## config.mk

```make
export PLATFORM = sky130hd
export DESIGN_NAME = instr_queue_flat
export DESIGN_NICKNAME = d
export VERILOG_FILES = /design/src/rtl/instr_queue_pkg.sv /design/src/rtl/instr_queue_if.sv /design/src/rtl/instr_queue_storage.sv /design/src/rtl/instr_queue.sv /design/src/flat_wrapper.sv
export SDC_FILE = /design/constraint.sdc
export NUM_CORES = 1
export LEC_CHECK = 0
export BUFFER_PORTS_ARGS = -buffer_cell sky130_fd_sc_hd__buf_2
export CAP_MARGIN = 20
export CORE_UTILIZATION = 45
export DETAILED_ROUTE_END_ITERATION = 8
export SYNTH_ARGS = -nofsm -noshare
export SYNTH_HDL_FRONTEND = slang
export SYNTH_SLANG_ARGS = --single-unit
```

## constraint.sdc

```tcl
create_clock -name clk -period 9.09 [get_ports clk]
set_input_delay 2.727 -clock clk [delete_from_list [all_inputs] [get_ports clk]]
set_output_delay 2.727 -clock clk [all_outputs]
set_load 0.02 [all_outputs]
```

## src/rtl/instr_queue_pkg.sv

```systemverilog
// Shared types and constants for the dual-issue instruction queue.
package instr_queue_pkg;

  localparam int DATA_WIDTH = 32;

  // Canonical RISC-V NOP (addi x0, x0, 0), shown in any slot without a real entry.
  localparam logic [DATA_WIDTH-1:0] NOP_INSTR = 32'h0000_0013;

  typedef struct packed {
    logic [DATA_WIDTH-1:0] instr;
    logic [DATA_WIDTH-1:0] pc;
  } iq_entry_t;

endpackage

```

## src/rtl/instr_queue_if.sv

```systemverilog
// Fetch-side push and decode-side pop signals of the instruction queue.
interface instr_queue_if #(
  parameter int DEPTH = 8
);
  import instr_queue_pkg::*;

  localparam int CW = $clog2(DEPTH) + 1;

  // Handshake: a push happens on a rising edge when wr_valid && wr_ready. wr_ready is
  // a function of the registered occupancy only, so fetch may act on it without
  // looking at rd_pop. rd_pop (0..2) needs no handshake: it is clamped to the
  // occupancy, and validA/validB tell decode how many entries it may consume.
  logic                  wr_valid;
  logic                  wr_two;
  logic [DATA_WIDTH-1:0] wr_instrA;
  logic [DATA_WIDTH-1:0] wr_pcA;
  logic [DATA_WIDTH-1:0] wr_instrB;
  logic [DATA_WIDTH-1:0] wr_pcB;
  logic                  wr_ready;
  logic [1:0]            rd_pop;
  logic [DATA_WIDTH-1:0] instrA;
  logic [DATA_WIDTH-1:0] pcA;
  logic                  validA;
  logic [DATA_WIDTH-1:0] instrB;
  logic [DATA_WIDTH-1:0] pcB;
  logic                  validB;
  logic [CW-1:0]         count;

  modport master (
    output wr_valid, wr_two, wr_instrA, wr_pcA, wr_instrB, wr_pcB, rd_pop,
    input  wr_ready, instrA, pcA, validA, instrB, pcB, validB, count
  );

  modport slave (
    input  wr_valid, wr_two, wr_instrA, wr_pcA, wr_instrB, wr_pcB, rd_pop,
    output wr_ready, instrA, pcA, validA, instrB, pcB, validB, count
  );

endinterface

```

## src/rtl/instr_queue_storage.sv

```systemverilog
// Entry array of the instruction queue: two write ports, two combinational read ports.
module iq_storage
  import instr_queue_pkg::*;
#(
  parameter int DEPTH = 8,
  localparam int IW = $clog2(DEPTH)
) (
  input  logic      clk,
  input  logic      we0,
  input  logic [IW-1:0] widx0,
  input  iq_entry_t wdata0,
  input  logic      we1,
  input  logic [IW-1:0] widx1,
  input  iq_entry_t wdata1,
  input  logic [IW-1:0] ridx0,
  output iq_entry_t rdata0,
  input  logic [IW-1:0] ridx1,
  output iq_entry_t rdata1
);

  // No reset: contents are only ever seen through slots the control marks valid.
  iq_entry_t mem [DEPTH];

  always_ff @(posedge clk) begin
    if (we0) mem[widx0] <= wdata0;
    if (we1) mem[widx1] <= wdata1;
  end

  assign rdata0 = mem[ridx0];
  assign rdata1 = mem[ridx1];

endmodule

```

## src/rtl/instr_queue.sv

```systemverilog
// Dual-issue instruction queue: pointer/occupancy control, push/pop/flush and slot masking.
module instr_queue
  import instr_queue_pkg::*;
#(
  parameter int DEPTH = 8
) (
  input  logic          clk,
  input  logic          rst,
  input  logic          flush,
  instr_queue_if.slave  q
);

  localparam int IW = $clog2(DEPTH);
  localparam int PW = IW + 1;

  // Pointers carry one extra MSB so full (count==DEPTH) and empty differ.
  logic [PW-1:0] rd_ptr, wr_ptr, count, pop_n, push_n;
  logic [1:0]    pop_req;
  logic          push, clear;
  logic [IW-1:0] widx0, widx1, ridx0, ridx1;
  iq_entry_t     rd_a, rd_b;

  assign count  = wr_ptr - rd_ptr;
  assign clear  = rst || flush;

  assign q.count    = count;
  assign q.wr_ready = (count <= PW'(DEPTH - 2));

  assign push    = q.wr_valid && q.wr_ready;
  assign pop_req = (q.rd_pop == 2'd3) ? 2'd2 : q.rd_pop;
  assign pop_n   = (PW'(pop_req) > count) ? count : PW'(pop_req);
  assign push_n  = push ? (q.wr_two ? PW'(2) : PW'(1)) : '0;

  always_ff @(posedge clk) begin
    if (clear) begin
      rd_ptr <= '0;
      wr_ptr <= '0;
    end else begin
      rd_ptr <= rd_ptr + pop_n;
      wr_ptr <= wr_ptr + push_n;
    end
  end

  rd_pop_legal: assert property (@(posedge clk) disable iff (rst) q.rd_pop != 2'd3);

  // Index arithmetic is IW bits wide, so a pair straddling the wrap lands at DEPTH-1 and 0.
  assign widx0 = wr_ptr[IW-1:0];
  assign widx1 = widx0 + IW'(1);
  assign ridx0 = rd_ptr[IW-1:0];
  assign ridx1 = ridx0 + IW'(1);

  iq_storage #(.DEPTH(DEPTH)) u_storage (
    .clk    (clk),
    .we0    (push && !clear),
    .widx0  (widx0),
    .wdata0 ('{instr: q.wr_instrA, pc: q.wr_pcA}),
    .we1    (push && q.wr_two && !clear),
    .widx1  (widx1),
    .wdata1 ('{instr: q.wr_instrB, pc: q.wr_pcB}),
    .ridx0  (ridx0),
    .rdata0 (rd_a),
    .ridx1  (ridx1),
    .rdata1 (rd_b)
  );

  assign q.validA = (count != '0);
  assign q.validB = (count >= PW'(2));
  assign q.instrA = q.validA ? rd_a.instr : NOP_INSTR;
  assign q.pcA    = q.validA ? rd_a.pc    : '0;
  assign q.instrB = q.validB ? rd_b.instr : NOP_INSTR;
  assign q.pcB    = q.validB ? rd_b.pc    : '0;

endmodule

```

## src/flat_wrapper.sv

```systemverilog
// flat-port wrapper written by rule: the top's interface ports become plain ports
module instr_queue_flat import instr_queue_pkg::*;
#(
  parameter int DEPTH = 8
)
  (clk, rst, flush, q_wr_valid, q_wr_two, q_wr_instrA, q_wr_pcA, q_wr_instrB, q_wr_pcB, q_rd_pop, q_wr_ready, q_instrA, q_pcA, q_validA, q_instrB, q_pcB, q_validB, q_count);
  instr_queue_if #(.DEPTH(DEPTH)) q_i ();
  input  logic clk;
  input  logic rst;
  input  logic flush;
  input wire logic [$bits(q_i.wr_valid)-1:0] q_wr_valid;
  input wire logic [$bits(q_i.wr_two)-1:0] q_wr_two;
  input wire logic [$bits(q_i.wr_instrA)-1:0] q_wr_instrA;
  input wire logic [$bits(q_i.wr_pcA)-1:0] q_wr_pcA;
  input wire logic [$bits(q_i.wr_instrB)-1:0] q_wr_instrB;
  input wire logic [$bits(q_i.wr_pcB)-1:0] q_wr_pcB;
  input wire logic [$bits(q_i.rd_pop)-1:0] q_rd_pop;
  output wire logic [$bits(q_i.wr_ready)-1:0] q_wr_ready;
  output wire logic [$bits(q_i.instrA)-1:0] q_instrA;
  output wire logic [$bits(q_i.pcA)-1:0] q_pcA;
  output wire logic [$bits(q_i.validA)-1:0] q_validA;
  output wire logic [$bits(q_i.instrB)-1:0] q_instrB;
  output wire logic [$bits(q_i.pcB)-1:0] q_pcB;
  output wire logic [$bits(q_i.validB)-1:0] q_validB;
  output wire logic [$bits(q_i.count)-1:0] q_count;
  assign q_i.wr_valid = q_wr_valid;
  assign q_i.wr_two = q_wr_two;
  assign q_i.wr_instrA = q_wr_instrA;
  assign q_i.wr_pcA = q_wr_pcA;
  assign q_i.wr_instrB = q_wr_instrB;
  assign q_i.wr_pcB = q_wr_pcB;
  assign q_i.rd_pop = q_rd_pop;
  assign q_wr_ready = q_i.wr_ready;
  assign q_instrA = q_i.instrA;
  assign q_pcA = q_i.pcA;
  assign q_validA = q_i.validA;
  assign q_instrB = q_i.instrB;
  assign q_pcB = q_i.pcB;
  assign q_validB = q_i.validB;
  assign q_count = q_i.count;
  instr_queue #(.DEPTH(DEPTH)) u_core (.clk(clk), .rst(rst), .flush(flush), .q(q_i));
endmodule
```

==> impl_metrics.tcl, run 1 <==
set metrics [dict create \
    outcome "completed" \
    fillers 5596 \
    swShare_pct 31.7 \
    fin_skew_ns 0.0263 \
    mappedNetlistNets 2090 \
    cts_buffer_depth 3 \
    cp_slowest_cell "dfxtp_4" \
    p_sw_mw 2.17 \
    p_comb_share_pct 27.2 \
    synth_seq_cells 520 \
    seqPwrFrac_pct 39.5 \
    cp_data_arrival_time_ns 4.67 \
    setup_viol 0 \
    finalWeightedCongestion 0.784 \
    crit_type "flip-flop to primary output" \
    grt_max_degree 146 \
    min_period_over_period_pct 81.3 \
    slew_headroom_pct 26.4 \
    final_nets 2301 \
    drcViolationCount 0 \
    first_pass_iters 5 \
    yosysMostFrequentCell "edfxtp_1" \
    syn_avg_cell_area_um2 15.6 \
    io_pins 270 \
    synth_cell_types 47 \
    fmax_ghz 0.135 \
    synthesis.area_um2 30400 \
    cp.required_ns 6.36 \
    synth_common_cells "edfxtp_1 (512), mux2_2 (406), mux4_2 (256), nand2_1 (256), a21oi_1 (125)" \
    coreArea_um2 66200 \
    antenna_left 0 \
    hpwl_um 52200 \
    r2r_cells 8 \
    r2r-start "u_core.rd_ptr[2]" \
    synth_warnings 0 \
    power_frac_clock_pct 33.3 \
    synth_edf_count 512 \
    placed_area_um2 32500 \
    worst-path-max-fanout 61 \
    die_y_um 262 \
    hold_path.class "flip-flop to flip-flop" \
    routed_via_density 6.30 \
    fin_area_um2 34300 \
    cts.clk_slew.worst_paths_ns 0.06 \
    ys_seq_area_share_pct 51.2 \
    cp-start-kind "flip-flop" \
    reg2reg_to "u_core.u_storage.mem[1][26]" \
    cellInternalPower_mw 4.69 \
    post_cts_buffers 0 \
    cts.sinks 520 \
    grt_usage_pct 26.6 \
    initial_core_util_pct 45.8 \
    worst_pin_slew_ns 1.10 \
    drt_iter0_markers 1733 \
    drive_gt1_share_pct 48.8 \
    clock-root-buffer "clkbuf_16" \
    p_per_area_nw_per_um2 200 \
    stdcell_count 3065 \
    power.leakage_nw 11.4 \
    rsz0062_at_grt "false" \
    async_flop_share_pct 0 \
    grt_pass1_vias 20000 \
    port_buffers 269 \
    wl_um 91200 \
    hold_viol_final 0 \
    die_w_um 262 \
    cts_hold_buffers 0 \
    synth_top_cell_by_area "edfxtp_1" \
    h-tree-depth 2 \
    netlist_instances 1940 \
    synthFlopType "edfxtp_1" \
    cts_buffers 57 \
    dp.cells 2956 \
    timing.max_cap.violations 0 \
    cts_tree "yes" \
    whs_endpoint "u_core.wr_ptr[3]" \
    clkLatencyLatePin_ns 0.63 \
    post_drt_wl_per_cell_um 29.8 \
    cp-end-kind "primary output" \
    rows 94 \
    tns_ns 0 \
    cpPeakStageDelay_ns 0.80 \
    dr_total_vias 19300 \
    r2r_slack_ns 3.55 \
    grt_pass1_wl_um 132000 \
    holdPathStages 2 \
    period_minus_slack_ns 7.39 \
    drv_slew 0 \
    synth_top_cell_area_share_pct 50.6 \
    synthToLayoutAreaGrowth_pct 13.0 \
    die_area_um2 68500 \
    cts_resized 0 \
    gr-total-overflow 0 \
    ys_top_cells_by_area "edfxtp_1 (51%), mux4_2 (19%), mux2_2 (15%), mux2_1 (4.0%), nand2_1 (3.2%)" \
    min_from "u_core.wr_ptr[3]" \
    antenna_found_initial 12 \
    ir_worst_vdd_mv 0.155 \
    crit_path_cell_trace "inv_2 -> ha_1 -> or2_1 -> o22ai_1 -> xnor2_1 -> nor3_4 -> buf_4 -> a21oi_1 -> buf_2" \
]
sequential cells by signal, indices dropped and copies added (netlist names):
| name | flops |
|---|---|
| u_core.wr_ptr | 4 |
| u_core.rd_ptr | 4 |
| u_core.u_storage.mem | 512 |
logic make-up (layout without fill, tap and decap cells):
kind of cell	count (synthesis)	count (layout)	synth area share [%]
flip-flops	520	520	51.2
XOR/XNOR	12	12	0.371
adder cells (fa/ha/maj)	15	15	0.692
other	1	7	0.0124
multiplexers	771	771	38.1
AO/OA/AOI/OAI	139	139	2.41
buffers and inverters	166	421	2.85
AND/OR/NAND/NOR	316	316	4.40
cell usage in the layout (no fill, tap or decap), types with 4 or more instances in the layout:
cell	count
edfxtp_1	512
mux2_2	406
buf_2	269
nand2_1	256
mux4_2	256
a21oi_1	125
mux2_1	107
clkbuf_16	59
buf_4	36
nor2_1	18
clkinv_1	17
clkbuf_1	13
ha_1	11
inv_1	9
clkinv_2	8
nand3_1	7
diode_2	6
xnor2_1	6
and2_1	5
bufinv_16	5
dfxtp_1	5
o22ai_1	4
nor4_4	4
nand4_1	4
critical path: cells and delay by family, from the launching register on:
kind / cells / cell delay, ns
AO/OA/AOI/OAI: 2 / 0.40
XOR/XNOR: 1 / 0.23
adder cells (fa/ha/maj): 1 / 0.41
buffers and inverters: 3 / 1.59
flip-flops: 1 / 0.80
AND/OR/NAND/NOR: 2 / 0.49
layout make-up:
cell class | instances | area [µm²] | share of cell area (%)
Clock inverter | 31 | 263 | 0.766
Sequential cell | 520 | 15500 | 45.3
Timing Repair Buffer | 308 | 1680 | 4.91
Clock buffer | 72 | 1530 | 4.45
Inverter | 10 | 37.5 | 0.109
Multi-Input combinational cell | 1254 | 14100 | 41.2
Tap cell | 864 | 1080 | 3.15
Antenna cell | 6 | 15.0 | 0.0438
power groups by stage:
| stage | logic, mW | registers, mW | clock network [mW] |
|---|---|---|---|
| floorplan | 1.23 | 2.73 | 0 |
| global placement | 1.85 | 2.76 | 0 |
| detailed placement | 1.87 | 2.76 | 0 |
| CTS | 1.88 | 2.71 | 2.32 |
| global route | 2.00 | 2.71 | 2.40 |
| finish | 1.87 | 2.71 | 2.29 |
through the flow:
stage | setup slack [ns] | utilization, % | power [mW] | hold WS, ns
2_1_floorplan | 0.543 | - | 3.96 | 0.538
3_3_place_gp | 2.48 | 49.0 | 4.61 | 0.561
3_5_place_dp | 2.43 | 49.1 | 4.63 | 0.571
4_1_cts | 1.72 | 51.8 | 6.90 | 0.579
5_1_grt | 1.51 | 51.8 | 7.10 | 0.598
6_report | 1.70 | 51.8 | 6.86 | 0.575
per-layer routing:
| metal | GRT usage (%) | wire length, µm | vias to the layer above |
|---|---|---|---|
| met5 | 0 | 106 | - |
| met4 | 7.32 | 2200 | 18 |
| met3 | 4.42 | 5890 | 149 |
| met2 | 44.0 | 44900 | 710 |
| met1 | 36.3 | 38100 | 10200 |
| li1 | - | - | 8202 |
worst max-delay path by stage:
| stage | startpoint | endpoint | slack (ns) |
|---|---|---|---|
| 4_1_cts | u_core.rd_ptr[2] | q_instrB[3] | 1.72 |
| 6_report | u_core.rd_ptr[2] | q_instrB[3] | 1.70 |
| 2_1_floorplan | flush | u_core.u_storage.mem[5][0] | 0.54 |
| 5_1_grt | u_core.rd_ptr[2] | q_instrB[3] | 1.51 |
| 3_3_place_gp | u_core.rd_ptr[2] | q_pcB[31] | 2.48 |
| 3_5_place_dp | u_core.rd_ptr[2] | q_pcB[31] | 2.43 |
Power figures use the tool's default switching activity.
==> run 2, diff against run 1 <==
- clock period: 9.09 -> 7.1 ns (I/O delays scaled with it)
==> impl_metrics.tcl, run 2 (synthesis gave the netlist of run 1 again) <==
set metrics [dict create \
    holdPathStages 2 \
    die_y_um 262 \
    drive_gt1_share_pct 49.2 \
    wl_um 92300 \
    grt_max_degree 111 \
    drcViolationCount 0 \
    antenna_left 0 \
    mostFrequentLayoutCell "edfxtp_1" \
    hold_path.class "flip-flop to flip-flop" \
    fmax_ghz 0.154 \
    largest_register_ff_count 512 \
    regMostFlops "u_core.u_storage.mem" \
    post_drt_wl_per_cell_um 29.9 \
    cp-start-kind "flip-flop" \
    ir_worst_vdd_mv 0.232 \
    min_from "u_core.wr_ptr[3]" \
    postLayoutCoreUtil_pct 52.1 \
    gr-total-overflow 0 \
    cp-end-kind "primary output" \
    worst_pin_slew_ns 1.22 \
    layout_common_cells "edfxtp_1 (512), mux2_2 (406), buf_2 (269)" \
    routed_via_density 6.33 \
    port_buffers 269 \
    r2r_slack_ns 2.45 \
    clock-root-buffer "clkbuf_16" \
    cp_data_arrival_time_ns 4.34 \
    cts_resized 0 \
    multi_input_area_um2 14100 \
    fin_area_um2 34500 \
    cts_buffer_depth 3 \
    cts.clk_slew.worst_paths_ns 0.06 \
    cp.required_ns 4.97 \
    finalWeightedCongestion 0.835 \
    cts.sinks 520 \
    setup_viol 0 \
    die_area_um2 68500 \
    coreArea_um2 66200 \
    cts_buffers 59 \
    timing.max_cap.violations 0 \
    worst-path-max-fanout 61 \
    placed_area_um2 32600 \
    antenna_found_initial 22 \
    rows 94 \
    regArea_um2 15500 \
    layout_setup_ws_ns 0.627 \
    p_per_area_nw_per_um2 258 \
    io_pins 270 \
    hpwl_um 51400 \
    die_w_um 262 \
    crit_type "flip-flop to primary output" \
    drv_slew 0 \
    r2r_cells 8 \
    drt_iter0_markers 1780 \
    first_pass_iters 5 \
    largestRegisters "u_core.u_storage.mem (512), u_core.rd_ptr (4), u_core.wr_ptr (4)" \
    fin_skew_ns 0.0135 \
    r2r-start "u_core.rd_ptr[1]" \
    slew_headroom_pct 18.5 \
    outcome "completed" \
    place_ws_ns 1.32 \
    initial_core_util_pct 45.8 \
    cts_tree "yes" \
    fillers 5565 \
    hold_viol_final 0 \
    period_minus_slack_ns 6.47 \
    grt_pass1_wl_um 132000 \
    min_period_over_period_pct 91.2 \
    dr_total_vias 19600 \
    cts_hold_buffers 0 \
    reg2reg_to "u_core.u_storage.mem[6][31]" \
    h-tree-depth 2 \
    clkLatencyLatePin_ns 0.62 \
    synthToLayoutAreaGrowth_pct 13.6 \
    post_cts_buffers 0 \
    rsz0062_at_grt "false" \
    grt_usage_pct 26.8 \
    grt_pass1_vias 19600 \
    power.leakage_nw 11.5 \
    whs_endpoint "u_core.wr_ptr[3]" \
    final_nets 2314 \
]
[run 2: changes by cell type in the layout (fill, tap and decap cells not counted), sizes merged]
cell / change
bufinv: -1
buf: +11
clkinvlp: +2
clkinv: -4
diode: +8
clkbuf: +6
[run 2: cell type report]
cell class / instances / share of cell area [%]
Sequential cell: 520 / 45.1
Multi-Input combinational cell: 1254 / 41.0
Timing Repair Buffer: 319 / 5.27
Clock buffer: 78 / 4.61
Tap cell: 864 / 3.13
Clock inverter: 28 / 0.682
Inverter: 10 / 0.109
Antenna cell: 14 / 0.102
[run 2: worst max-delay path by stage]
stage	startpoint	end	slack, ns	cells past startpoint
6_report	u_core.rd_ptr[1]	q_instrB[2]	0.63	9
2_1_floorplan	u_core.rd_ptr[1]	u_core.u_storage.mem[1][0]	-0.86	10
5_1_grt	u_core.rd_ptr[1]	q_instrB[2]	0.49	9
4_1_cts	u_core.rd_ptr[1]	q_instrB[2]	0.65	9
3_5_place_dp	u_core.rd_ptr[1]	q_pcB[21]	1.32	9
3_3_place_gp	u_core.rd_ptr[1]	q_pcB[21]	1.35	9
[run 2: where the power goes]
part           internal (mW)  total [mW]  leakage [nW]  switching [mW]
clock network           1.70        2.96         0.890            1.25
registers               3.42        3.46          4.68          0.0390
logic                  0.913        2.48          5.92            1.57
[run 2: critical path: stages, from the launching register on]
cell and delay [ns]:
dfxtp_4 0.84, inv_1 0.19, ha_1 0.32, nor2b_1 0.23, o22ai_1 0.14, xnor2_1 0.26, nor3_4 0.22, buf_4 0.93
a21oi_1 0.27, buf_2 0.26
[run 2: per-stage QoR]
step           hold WS [ns]  total power [mW]  cells  setup TNS (ns)
3_5_place_dp          0.574              6.01   2967               0
2_1_floorplan         0.538              5.07   1940         -109.80
5_1_grt               0.633              9.20   3080               0
6_report              0.582              8.90   3087               0
4_1_cts               0.586              8.97   3073               0
3_3_place_gp          0.554              5.99   2966               0
[run 2: per-layer routing]
layer | vias to the layer above | GRT usage [%] | share of wire (%)
li1 | 8254 | - | -
met1 | 10300 | 37.5 | 42
met2 | 831 | 43.5 | 48
met3 | 122 | 5.37 | 8.0
met4 | 22 | 5.54 | 1.7
met5 | - | 0 | 0.17
